**src/rtl/wb_copy_master.sv**
```systemverilog
// Wishbone B4 pipelined copy engine: one read then one write per word, one transaction in flight.
// Optional ack watchdog is enabled by defining WB_COPY_TIMEOUT_EN.
module wb_copy_master #(
    parameter int LEN_WIDTH = 16,
    parameter int TIMEOUT   = 255
) (
    input  logic                 wb_clk_i,
    input  logic                 wb_rst_ni,
    input  logic                 start_i,
    input  logic [31:0]          src_i,
    input  logic [31:0]          dst_i,
    input  logic [LEN_WIDTH-1:0] len_i,
    input  logic                 abort_i,
    output logic                 busy_o,
    output logic                 done_o,
    output logic                 err_o,
    output logic [LEN_WIDTH-1:0] count_o,
    output logic                 wb_cyc_o,
    output logic                 wb_stb_o,
    output logic                 wb_we_o,
    output logic [31:0]          wb_adr_o,
    output logic [31:0]          wb_dat_o,
    output logic [3:0]           wb_sel_o,
    input  logic [31:0]          wb_dat_i,
    input  logic                 wb_ack_i,
    input  logic                 wb_err_i,
    input  logic                 wb_stall_i,
    output logic [2:0]           dbg_state_o
);

    // Handshake: a request is accepted on a clock edge where stb=1 and stall=0;
    // the single outstanding transaction then ends on the first edge with ack or err.
    typedef enum logic [2:0] {
        IDLE    = 3'd0,
        RD_REQ  = 3'd1,
        RD_WAIT = 3'd2,
        WR_REQ  = 3'd3,
        WR_WAIT = 3'd4,
        FINISH  = 3'd5
    } state_t;

    state_t               state;
    logic [29:0]          src_q;
    logic [29:0]          dst_q;
    logic [LEN_WIDTH-1:0] len_q;
    logic [LEN_WIDTH-1:0] count_nxt;
    logic [29:0]          src_nxt;

`ifdef WB_COPY_TIMEOUT_EN
    localparam int TW = ($clog2(TIMEOUT + 1) > 8) ? $clog2(TIMEOUT + 1) : 8;
    logic [TW-1:0] tmo_cnt;
`endif

    assign count_nxt   = count_o + LEN_WIDTH'(1);
    assign src_nxt     = src_q + 30'd1;
    assign wb_sel_o    = 4'hF;
    assign dbg_state_o = state;

    always_ff @(posedge wb_clk_i or negedge wb_rst_ni) begin
        if (!wb_rst_ni) begin
            state    <= IDLE;
            src_q    <= '0;
            dst_q    <= '0;
            len_q    <= '0;
            busy_o   <= 1'b0;
            done_o   <= 1'b0;
            err_o    <= 1'b0;
            count_o  <= '0;
            wb_cyc_o <= 1'b0;
            wb_stb_o <= 1'b0;
            wb_we_o  <= 1'b0;
            wb_adr_o <= '0;
            wb_dat_o <= '0;
`ifdef WB_COPY_TIMEOUT_EN
            tmo_cnt  <= '0;
`endif
        end else begin
            done_o <= 1'b0;
            case (state)
                IDLE: begin
                    if (start_i) begin
                        src_q   <= src_i[31:2];
                        dst_q   <= dst_i[31:2];
                        len_q   <= len_i;
                        count_o <= '0;
                        err_o   <= 1'b0;
                        busy_o  <= 1'b1;
                        if (len_i != '0) begin
                            state    <= RD_REQ;
                            wb_cyc_o <= 1'b1;
                            wb_stb_o <= 1'b1;
                            wb_we_o  <= 1'b0;
                            wb_adr_o <= {src_i[31:2], 2'b00};
                        end else begin
                            state  <= FINISH;
                            done_o <= 1'b1;
                        end
                    end
                end
                RD_REQ, WR_REQ: begin
                    if (abort_i) begin
                        state    <= FINISH;
                        wb_cyc_o <= 1'b0;
                        wb_stb_o <= 1'b0;
                        wb_we_o  <= 1'b0;
                        done_o   <= 1'b1;
                    end else if (!wb_stall_i) begin
                        state    <= (state == RD_REQ) ? RD_WAIT : WR_WAIT;
                        wb_stb_o <= 1'b0;
`ifdef WB_COPY_TIMEOUT_EN
                        tmo_cnt  <= '0;
`endif
                    end
                end
                RD_WAIT, WR_WAIT: begin
                    if (abort_i || wb_err_i) begin
                        // abort outranks err, so an aborted transfer never reports an error
                        err_o    <= !abort_i;
                        state    <= FINISH;
                        wb_cyc_o <= 1'b0;
                        wb_stb_o <= 1'b0;
                        wb_we_o  <= 1'b0;
                        done_o   <= 1'b1;
                    end else if (wb_ack_i) begin
                        if (state == RD_WAIT) begin
                            wb_dat_o <= wb_dat_i;
                            state    <= WR_REQ;
                            wb_stb_o <= 1'b1;
                            wb_we_o  <= 1'b1;
                            wb_adr_o <= {dst_q, 2'b00};
                        end else begin
                            count_o <= count_nxt;
                            src_q   <= src_nxt;
                            dst_q   <= dst_q + 30'd1;
                            wb_we_o <= 1'b0;
                            if (count_nxt == len_q) begin
                                state    <= FINISH;
                                wb_cyc_o <= 1'b0;
                                done_o   <= 1'b1;
                            end else begin
                                state    <= RD_REQ;
                                wb_stb_o <= 1'b1;
                                wb_adr_o <= {src_nxt, 2'b00};
                            end
                        end
                    end
`ifdef WB_COPY_TIMEOUT_EN
                    else if (tmo_cnt == TW'(TIMEOUT - 1)) begin
                        err_o    <= 1'b1;
                        state    <= FINISH;
                        wb_cyc_o <= 1'b0;
                        wb_stb_o <= 1'b0;
                        wb_we_o  <= 1'b0;
                        done_o   <= 1'b1;
                    end else begin
                        tmo_cnt <= tmo_cnt + TW'(1);
                    end
`endif
                end
                FINISH: begin
                    state  <= IDLE;
                    busy_o <= 1'b0;
                end
                default: begin
                    state    <= IDLE;
                    busy_o   <= 1'b0;
                    wb_cyc_o <= 1'b0;
                    wb_stb_o <= 1'b0;
                    wb_we_o  <= 1'b0;
                end
            endcase
        end
    end

endmodule
```
**config.mk**
```make
export PLATFORM = sky130hd
export DESIGN_NAME = wb_copy_master
export DESIGN_NICKNAME = d
export VERILOG_FILES = /design/src/rtl/wb_copy_master.sv
export SDC_FILE = /design/constraint.sdc
export NUM_CORES = 1
export LEC_CHECK = 0
export ABC_AREA = 0
export BUFFER_PORTS_ARGS = -buffer_cell sky130_fd_sc_hd__buf_4
export CAP_MARGIN = 20
export CORE_AREA = 3 3 158 160
export DETAILED_ROUTE_END_ITERATION = 7
export DIE_AREA = 0 0 161 163
export GPL_TIMING_DRIVEN = 0
export PLACE_DENSITY = 0.6
export SLEW_MARGIN = 25
export SYNTH_ARGS = -nofsm -noshare
export SYNTH_HDL_FRONTEND = slang
export SYNTH_SLANG_ARGS = --single-unit
export TNS_END_PERCENT = 30
```
**constraint.sdc**
```tcl
create_clock -name wb_clk_i -period 5.9 [get_ports wb_clk_i]
set_input_delay 1.18 -clock wb_clk_i [delete_from_list [all_inputs] [get_ports wb_clk_i]]
set_output_delay 1.18 -clock wb_clk_i [all_outputs]
set_load 0.02 [all_outputs]
```
==> results of run 1 <==
## layout make-up
type	count	area, um^2
repair buffers	201	1536
inverters	18	67.56
well taps	319	399.1
plain buffers	71	321.6
clock inverters	14	165.2
fillers	2291	12040
clock buffers	18	429.2
flip-flops and latches	163	4079
multi-input cells	735	4504
## power groups by stage
| stage | registers [uW] | clock network, uW | logic [uW] |
|---|---|---|---|
| after floorplan | 2250 | 0 | 1890 |
| after global placement | 2060 | 0 | 3320 |
| after detailed placement | 2070 | 0 | 3360 |
| after CTS | 2060 | 1180 | 3370 |
| after global routing | 2130 | 1220 | 3660 |
| final | 2060 | 1160 | 3380 |
## placed cells by master (no fill, tap or decap), drive strengths merged, types with 4 or more instances in the layout
master	Yosys	layout
o32ai	4	4
nor2	47	47
o31ai	8	8
or3	6	6
a21oi	80	80
a22o	9	9
inv	18	25
nand2	140	140
xnor2	36	36
mux2i	7	7
a221o	14	14
nand2b	11	11
xor2	13	13
o22ai	18	18
conb	2	6
a22oi	17	17
mux2	56	56
nand3	37	37
nor3b	5	5
nor3	26	26
a31oi	6	6
nand4	17	17
dfrtp	163	163
a21o	7	7
nor4	7	7
and4	7	7
or2	5	5
o21ai	99	99
and3	18	18
buf	14	215
clkbuf	57	75
## critical path, stage by stage
cell      delay [ns]
clkbuf_1        0.17
nor2_1          0.31
nand2_1         0.13
a21o_1          0.28
nor2_1          0.62
clkbuf_1        0.47
clkbuf_1        0.53
a21oi_1         0.17
## worst min-delay path by stage
| stage | slack (ns) | to | startpoint | cells past startpoint |
|---|---|---|---|---|
| after floorplan | 0.46 | len_q[8] | len_q[8] | 2 |
| after global placement | 0.46 | wb_we_o | wb_we_o | 2 |
| after detailed placement | 0.46 | wb_we_o | wb_we_o | 2 |
| after CTS | 0.48 | wb_we_o | wb_we_o | 2 |
| after global routing | 0.51 | wb_we_o | wb_we_o | 2 |
| final | 0.48 | wb_we_o | wb_we_o | 2 |
## cell families after synthesis
logic type,after synthesis,synth area share
and+or+nand+nor,336,0.1799
DFF,163,0.4554
buffers and inverters,89,0.04344
adders and majority gates,3,0.004191
xor gates and xnor gates,49,0.04791
AOI/OAI and AO/OA,278,0.1884
muxes,63,0.07990
other,2,0.0008384
## sequential cells by signal, indices dropped and copies added, names as in the netlist
register and flops:
busy_o 1, count_o 16, dbg_state_o 3, done_o 1, dst_q 30, err_o 1, len_q 16, src_q 30
wb_adr_o 30, wb_cyc_o 1, wb_dat_o 32, wb_stb_o 1, wb_we_o 1
## stage by stage
step	std cells	setup slack [ns]	hold WS (ns)
6_report	1539	2.302	0.4793
5_1_grt	1539	2.146	0.5138
3_5_place_dp	1507	1.943	0.4648
2_1_floorplan	987	2.978	0.4601
4_1_cts	1539	2.394	0.4835
3_3_place_gp	1506	1.976	0.4638
## routing by layer
layer,GRT usage,vias to the layer above,part of all wire
li1,-,3985,-
met1,0.3139,4124,0.45
met2,0.3449,352,0.45
met3,0.05671,37,0.080
met4,0.06766,0,0.021
met5,0,-,0
==> metrics, run 1 <==
status finished, final reports clean; ant diodes 0; GR Util All Layers 0.2245; R2R setup slack 2.50 ns; type of origin of the critical path primary input; fin crit share 0.6098; maximum clock path buffer count 2; Final Util 0.4886; setup TNS 0 ns; Max Slew Vio Count 0; Root Buffer clkbuf_16; full die area 26240 um^2; Seq pwr share 0.313; synthesized instance count 983; first-pass GRT wire length 45780 um; 1st-iter DRT viols 722; Placed Area 10910 um^2; Arr. time, crit path 3.87 ns; DRT Wirelength 30110 um; share of cells above drive strength 1 0.2582; Syn-to-layout area delta 28.41%; CTS tree built; CP Data Required Time 6.18 ns; Worst Hold Class reg2reg; initial antenna violation count 0; row count 56; pwr dens 573.5 nW/um^2; largest net degree at the start of global routing 84; CTS resizes 0; Yosys top cell area share 0.4554; Clock Sinks 163; Max Cap Violations 0; Yosys reg bits 163; Syn Area/Cell 9.112 um^2; CORE AREA 23540 um^2; max_slew headroom 0.4819; Synth Cell Area 8957 um^2; FF-to-FF Start dbg_state_o[0]; Worst-Skew Late Latency 0.43 ns; dpl hpwl 22370 um; EDFF count, synth 0; post-route cell area 11500 um^2; largest area contributor in the netlist dfrtp_1; Routed WL per cell 19.57 um; register area share after synthesis 0.4554; most frequent cells after synthesis 163 x dfrtp_1, 140 x nand2_1, 98 x o21ai_0; Setup Skew 0.009844 ns; residual DRC count 0; nets@finish 1329; H-tree levels 4; Max VDD drop 0.0002603 V; Setup-failing EPs final 0; switching power 2981 uW; final hold violation count 0; # IOs 212; synth unique cells 60; vias in the first global route 8131; PortBufs 200; Worst Max-Slew Pin Slew 0.7743 ns; Vert. Die Dim 163 um; gpl congestion 0.9196; CTS buffer count 17; Post-DRT Antenna Nets 0; Switching Fraction 0.4520; reg2reg end dst_q[5]; Gate power share 0.512; asr flop ratio synth 1.000; WS Path Type in2reg; total power 6597 uW; internal power 3615 uW; worst-case reg-to-reg path depth 8; top-count cell post-synth dfrtp_1; clock power share 0.175; synth top area cells dfrtp_1 46%, mux2_2 6.5%, nand2_1 5.9%; TritonRoute pass-1 iters 5; Hold-fix buffers, CTS 0; Die W 161 um; Worst-path clk slew 0.07 ns; setup bufs post-CTS 0; Final min period 3.598 ns; via count 8498; crit path capture dst_q[5]; Worst Setup End Kind flip-flop; post-DR vias/cell 5.522; RSZ-0062 raised after global routing no; max frequency 278.0 MHz; grt ovf 0; crit path launch abort_i; synthesis warning total 0; Starting Density 0.3805; worst-path maximum fanout 10; top_reg_cell synth dfrtp_1; leakage 0.005180 uW
Note: power is estimated with default switching activity, not from simulation.
==> inputs of run 2 (changes only) <==
clock period = 3.4 ns   (was 5.9 ns; I/O delays follow)
==> metrics, run 2 (same netlist as run 1, synthesis figures left out) <==
Worst-Skew Late Latency 0.43 ns; worst-path maximum fanout 10; post-route cell area 11510 um^2; setup TNS 0 ns; Final min period 3.171 ns; R2R setup slack 0.23 ns; Reg with most FFs wb_dat_o; PortBufs 200; vias in the first global route 8131; Worst Hold Class in2async; maximum clock path buffer count 2; Max VDD drop 0.0004520 V; post-DR vias/cell 5.537; Setup Skew 0.01116 ns; status finished, final reports clean; ant diodes 0; residual DRC count 0; CTS tree built; type of origin of the critical path flip-flop; nets@finish 1329; gpl congestion 0.9196; Root Buffer clkbuf_16; Worst-path clk slew 0.07 ns; Starting Density 0.3805; Placed Area 10910 um^2; row count 56; 1st-iter DRT viols 730; CORE AREA 23540 um^2; final hold violation count 0; Max Slew Vio Count 0; pwr dens 995.9 nW/um^2; Routed WL per cell 19.57 um; full die area 26240 um^2; Hold-fix buffers, CTS 0; GR Util All Layers 0.2245; final non-filler cell total 1539; commonest cells after routing, fill and taps aside 206 x buf_4, 163 x dfrtp_1, 140 x nand2_1; Arr. time, crit path 3.48 ns; setup bufs post-CTS 0; Syn-to-layout area delta 28.45%; Worst Setup End Kind flip-flop; Worst Max-Slew Pin Slew 0.7915 ns; TritonRoute pass-1 iters 5; Post-DRT Antenna Nets 0; # IOs 212; grt ovf 0; CP Data Required Time 3.71 ns; Vert. Die Dim 163 um; leakage 0.005183 uW; share of cells above drive strength 1 0.2598; Max Cap Violations 0; worst-case reg-to-reg path depth 9; fin crit share 0.9325; dpl hpwl 22370 um; WS Path Type reg2reg; DRT Wirelength 30120 um; Setup-failing EPs final 0; max FFs per register 32; first-pass GRT wire length 45780 um; leading cell type in the layout, fill and taps excluded buf_4; Post-Place Cells 1507; max_slew headroom 0.4724; H-tree levels 4; via count 8521; max frequency 315.4 MHz; Die W 161 um; RSZ-0062 raised after global routing no; initial antenna violation count 0; CTS resizes 0; Clock Sinks 163; CTS buffer count 17; total power 11460 uW; largest net degree at the start of global routing 84
## run 2: cell types whose count changed in the layout (fill, tap and decap cells not counted)
cell	previous run	this run
clkbuf_1	56	55
clkbuf_2	2	3
nor2_1	47	46
nor2_2	0	1
## run 2: final timing paths
kind,from,endpoint
worst max-delay path,count_o[0],wb_adr_o[29]
worst max register to register,count_o[0],wb_adr_o[29]
worst min register to register,wb_we_o,wb_we_o
worst min-delay path,wb_rst_ni,dst_q[25]
max in group asynchronous,wb_rst_ni,wb_dat_o[31]
min in group wb_clk_i,len_i[5],len_q[5]
## run 2: cell type report
cell class | instances | area [um^2]
multi-input cells | 735 | 4507
repair buffers | 201 | 1536
flip-flops and latches | 163 | 4079
plain buffers | 71 | 322.8
clock inverters | 14 | 165.2
inverters | 18 | 67.56
well taps | 319 | 399.1
fillers | 2289 | 12040
clock buffers | 18 | 429.2
## run 2: critical path, cell delays in order, from the launching register on
cell     delay (ns)
dfrtp_1        0.49
ha_1           0.31
nand3_1        0.18
nor2_1         0.36
and2_1         0.24
a31oi_1        0.13
or4_4          0.56
o21ai_4        0.22
buf_6          0.24
mux2_4         0.31
## run 2: per-layer routing
metal / part of all wire / vias to the layer above / track usage
met4: 0.021 / 0 / 0.06766
met1: 0.45 / 4134 / 0.3139
li1: - / 3983 / -
met3: 0.077 / 38 / 0.05671
met2: 0.45 / 366 / 0.3449
met5: 0 / - / 0
## run 2: report_power, final
| group | switching [uW] | total, uW | internal (uW) |
|---|---|---|---|
| Clock | 902 | 2010 | 1110 |
| Combinational | 3510 | 5870 | 2360 |
| Sequential | 769 | 3580 | 2810 |
| Total | 5180 | 11500 | 6280 |
## run 2: stage by stage
| step | setup slack, ns | util | hold WS [ns] |
|---|---|---|---|
| final | 0.2295 | 0.4887 | 0.2383 |
| after CTS | 0.07130 | 0.4886 | 0.2578 |
| after global placement | -0.02391 | 0.4618 | 0.4638 |
| after floorplan | 0.6328 | - | 0.3844 |
| after detailed placement | -0.05734 | 0.4633 | 0.4648 |
| after global routing | 0.03167 | 0.4887 | 0.2838 |
==> inputs of run 3 (changes only) <==
ABC_AREA = 1   (was 0)
CAP_MARGIN = 15   (was 20)
CORE_AREA = 3 3 161 163   (was 3 3 158 160)
DIE_AREA = 0 0 164 166   (was 0 0 161 163)
==> metrics, run 3 <==
most frequent cells after synthesis 326 x nand2_1, 163 x dfrtp_1, 112 x inv_1; EDFF count, synth 0; top-count cell post-synth nand2_1; synth unique cells 49; WS Path Type reg2reg; final hold violation count 0; Worst-Skew Late Latency 0.43 ns; Starting Density 0.3799; TritonRoute pass-1 iters 5; FF-to-FF Start count_o[0]; dpl hpwl 24850 um; CP Data Required Time 3.77 ns; Arr. time, crit path 3.21 ns; H-tree levels 4; status finished, final reports clean; max FFs per register 32; CP max-delay cell dfrtp_1; Worst Hold Class in2async; commonest cells after routing, fill and taps aside 326 x nand2_1, 209 x buf_4, 163 x dfrtp_1; Setup-failing EPs final 0; vias in the first global route 9117; Root Buffer clkbuf_16; Worst-path clk slew 0.07 ns; Max Cap Violations 0; Syn-to-layout area delta 26.90%; R2R setup slack 0.56 ns; DRT Wirelength 32100 um; simple-gate portion of the synthesized area 0.2615; CTS buffer count 17; Synth Cell Area 9293 um^2; largest area contributor in the netlist dfrtp_1; reg2reg end wb_adr_o[22]; Reg with most FFs wb_dat_o; Clock Sinks 163; Die W 164 um; complex-gate fraction of the synthesized area 0.1260; adder-cell share of the synthesized area 0.004039; largest family of logic cells by synthesized area simple AND/OR/NAND/NOR gates; crit-path max cell delay 0.46 ns; post-synthesis mux area share 0.04605; critical path's most frequent cell nand2_1; Yosys reg bits 163; synth top area cells dfrtp_1 44%, nand2_1 13%, mux2_2 4.6%; post-route cell area 11790 um^2; Final min period 2.843 ns; pwr dens 991.4 nW/um^2; share of cells above drive strength 1 0.2232; leading cell type in the layout, fill and taps excluded nand2_1; fin crit share 0.8363; largest net degree at the start of global routing 87; Worst Setup End Kind flip-flop; synthesis warning total 0; # fillers 2469; Routed WL per cell 18.40 um; Placed Area 11260 um^2; synthesized instance count 1182; GR Util All Layers 0.2370; leakage 0.005665 uW; CTS tree built; maximum clock path buffer count 2; Final Util 0.4821; asr flop ratio synth 1.000; gpl congestion 0.9131; Syn Area/Cell 7.862 um^2; initial antenna violation count 0; post-DR vias/cell 5.199; WP buf/inv 2; first-pass GRT wire length 50280 um; PortBufs 201; grt ovf 0; Max Slew Vio Count 0; Post-DRT Antenna Nets 0; Hold-fix buffers, CTS 0; Worst Max-Slew Pin Slew 0.6944 ns; Vert. Die Dim 166 um; via count 9067; full die area 27220 um^2; Setup Skew 0.01344 ns; xor/xnor share of the synthesized area 0.04672; worst-case reg-to-reg path depth 15; # IOs 212; Yosys top cell area share 0.4389; row count 57; register area share after synthesis 0.4389; ant diodes 0; CTS resizes 0; setup TNS 0 ns; 1st-iter DRT viols 761; CP delay by family, top simple AND/OR/NAND/NOR gates; nets@finish 1529; worst-path maximum fanout 10; top_reg_cell synth dfrtp_1; setup bufs post-CTS 0; Worst Slack Setup Final 0.5565 ns; pre-CTS setup slack 0.5484 ns; max frequency 351.7 MHz; max_slew headroom 0.5371; residual DRC count 0; CORE AREA 24460 um^2; type of origin of the critical path flip-flop; Max VDD drop 0.0004924 V; crit path cell chain ha_1 -> nand3_1 -> nor2_1 -> nand4_1 -> nand3_1 -> nand2_1 -> nor2_1 -> nand2_1 -> nor2_2 -> nand3_2 -> nand2_2 -> buf_6 -> buf_6 -> nand2_1 -> nand2_1; total power 11690 uW; RSZ-0062 raised after global routing no
[run 3: changes by cell type in the layout (fill, tap and decap cells not counted), moves of 19 or more]
cell	previous run	this run
xor2_1	13	40
xnor2_1	36	7
nand3_1	37	68
clkbuf_1	55	20
nor2_1	46	96
o211ai_1	3	22
inv_1	18	112
nand2_1	140	326
a21oi_1	80	23
[run 3: worst max path at each step]
stage	to	slack, ns	from	depth (start not counted)
after global routing	wb_adr_o[25]	0.29	count_o[0]	15
after detailed placement	wb_adr_o[27]	0.55	count_o[0]	14
after CTS	wb_adr_o[27]	0.53	count_o[0]	14
after floorplan	wb_adr_o[27]	1.14	count_o[0]	14
final	wb_adr_o[22]	0.56	count_o[0]	15
after global placement	wb_dat_o[19]	0.58	wb_rst_ni	1
[run 3: per-stage QoR]
step                hold WS [ns]  cells
global route              0.2454   1744
global placement          0.4592   1711
floorplan                 0.3844   1186
detailed placement        0.4605   1712
CTS                       0.2425   1744
finish                    0.2064   1744
[run 3: layout make-up]
cell class              count  area (um^2)  share of cell area
well taps                 324        405.4             0.03438
plain buffers              51        270.3             0.02292
multi-input cells         856         4523              0.3836
flip-flops and latches    163         4079              0.3459
repair buffers            202         1544              0.1309
inverters                 116        435.4             0.03692
clock buffers              19        432.9             0.03671
clock inverters            13        102.6            0.008700
[run 3: per-layer routing]
metal / GRT usage / vias to the layer above / routed length, um
met5: 0 / - / 0
met4: 0.06032 / 0 / 601
met3: 0.06785 / 35 / 3038
met2: 0.3668 / 380 / 14310
met1: 0.3270 / 4279 / 14150
li1: - / 4373 / -
[run 3: kinds of logic after synthesis]
logic type,after synthesis
adder cells (fa/ha/maj),3
XOR/XNOR,48
AND/OR/NAND/NOR,567
multiplexers,38
other,2
flip-flops,163
buffers and inverters,167
AO/OA/AOI/OAI,194
[run 3: power by group]
group          total (uW)  internal [uW]  switching, uW
combinational        6280           2270           4010
sequential           3600           2850            748
clock                1810            947            865
total               11700           6070           5620
[run 3: worst register-to-register path, stage by stage (launching register included)]
cell and delay [ns]:
dfrtp_1 0.46, ha_1 0.23, nand3_1 0.20, nor2_1 0.25, nand4_1 0.15, nand3_1 0.11
nand2_1 0.05, nor2_1 0.13, nand2_1 0.10, nor2_2 0.20, nand3_2 0.25, nand2_2 0.18
buf_6 0.17, buf_6 0.17, nand2_1 0.07, nand2_1 0.06
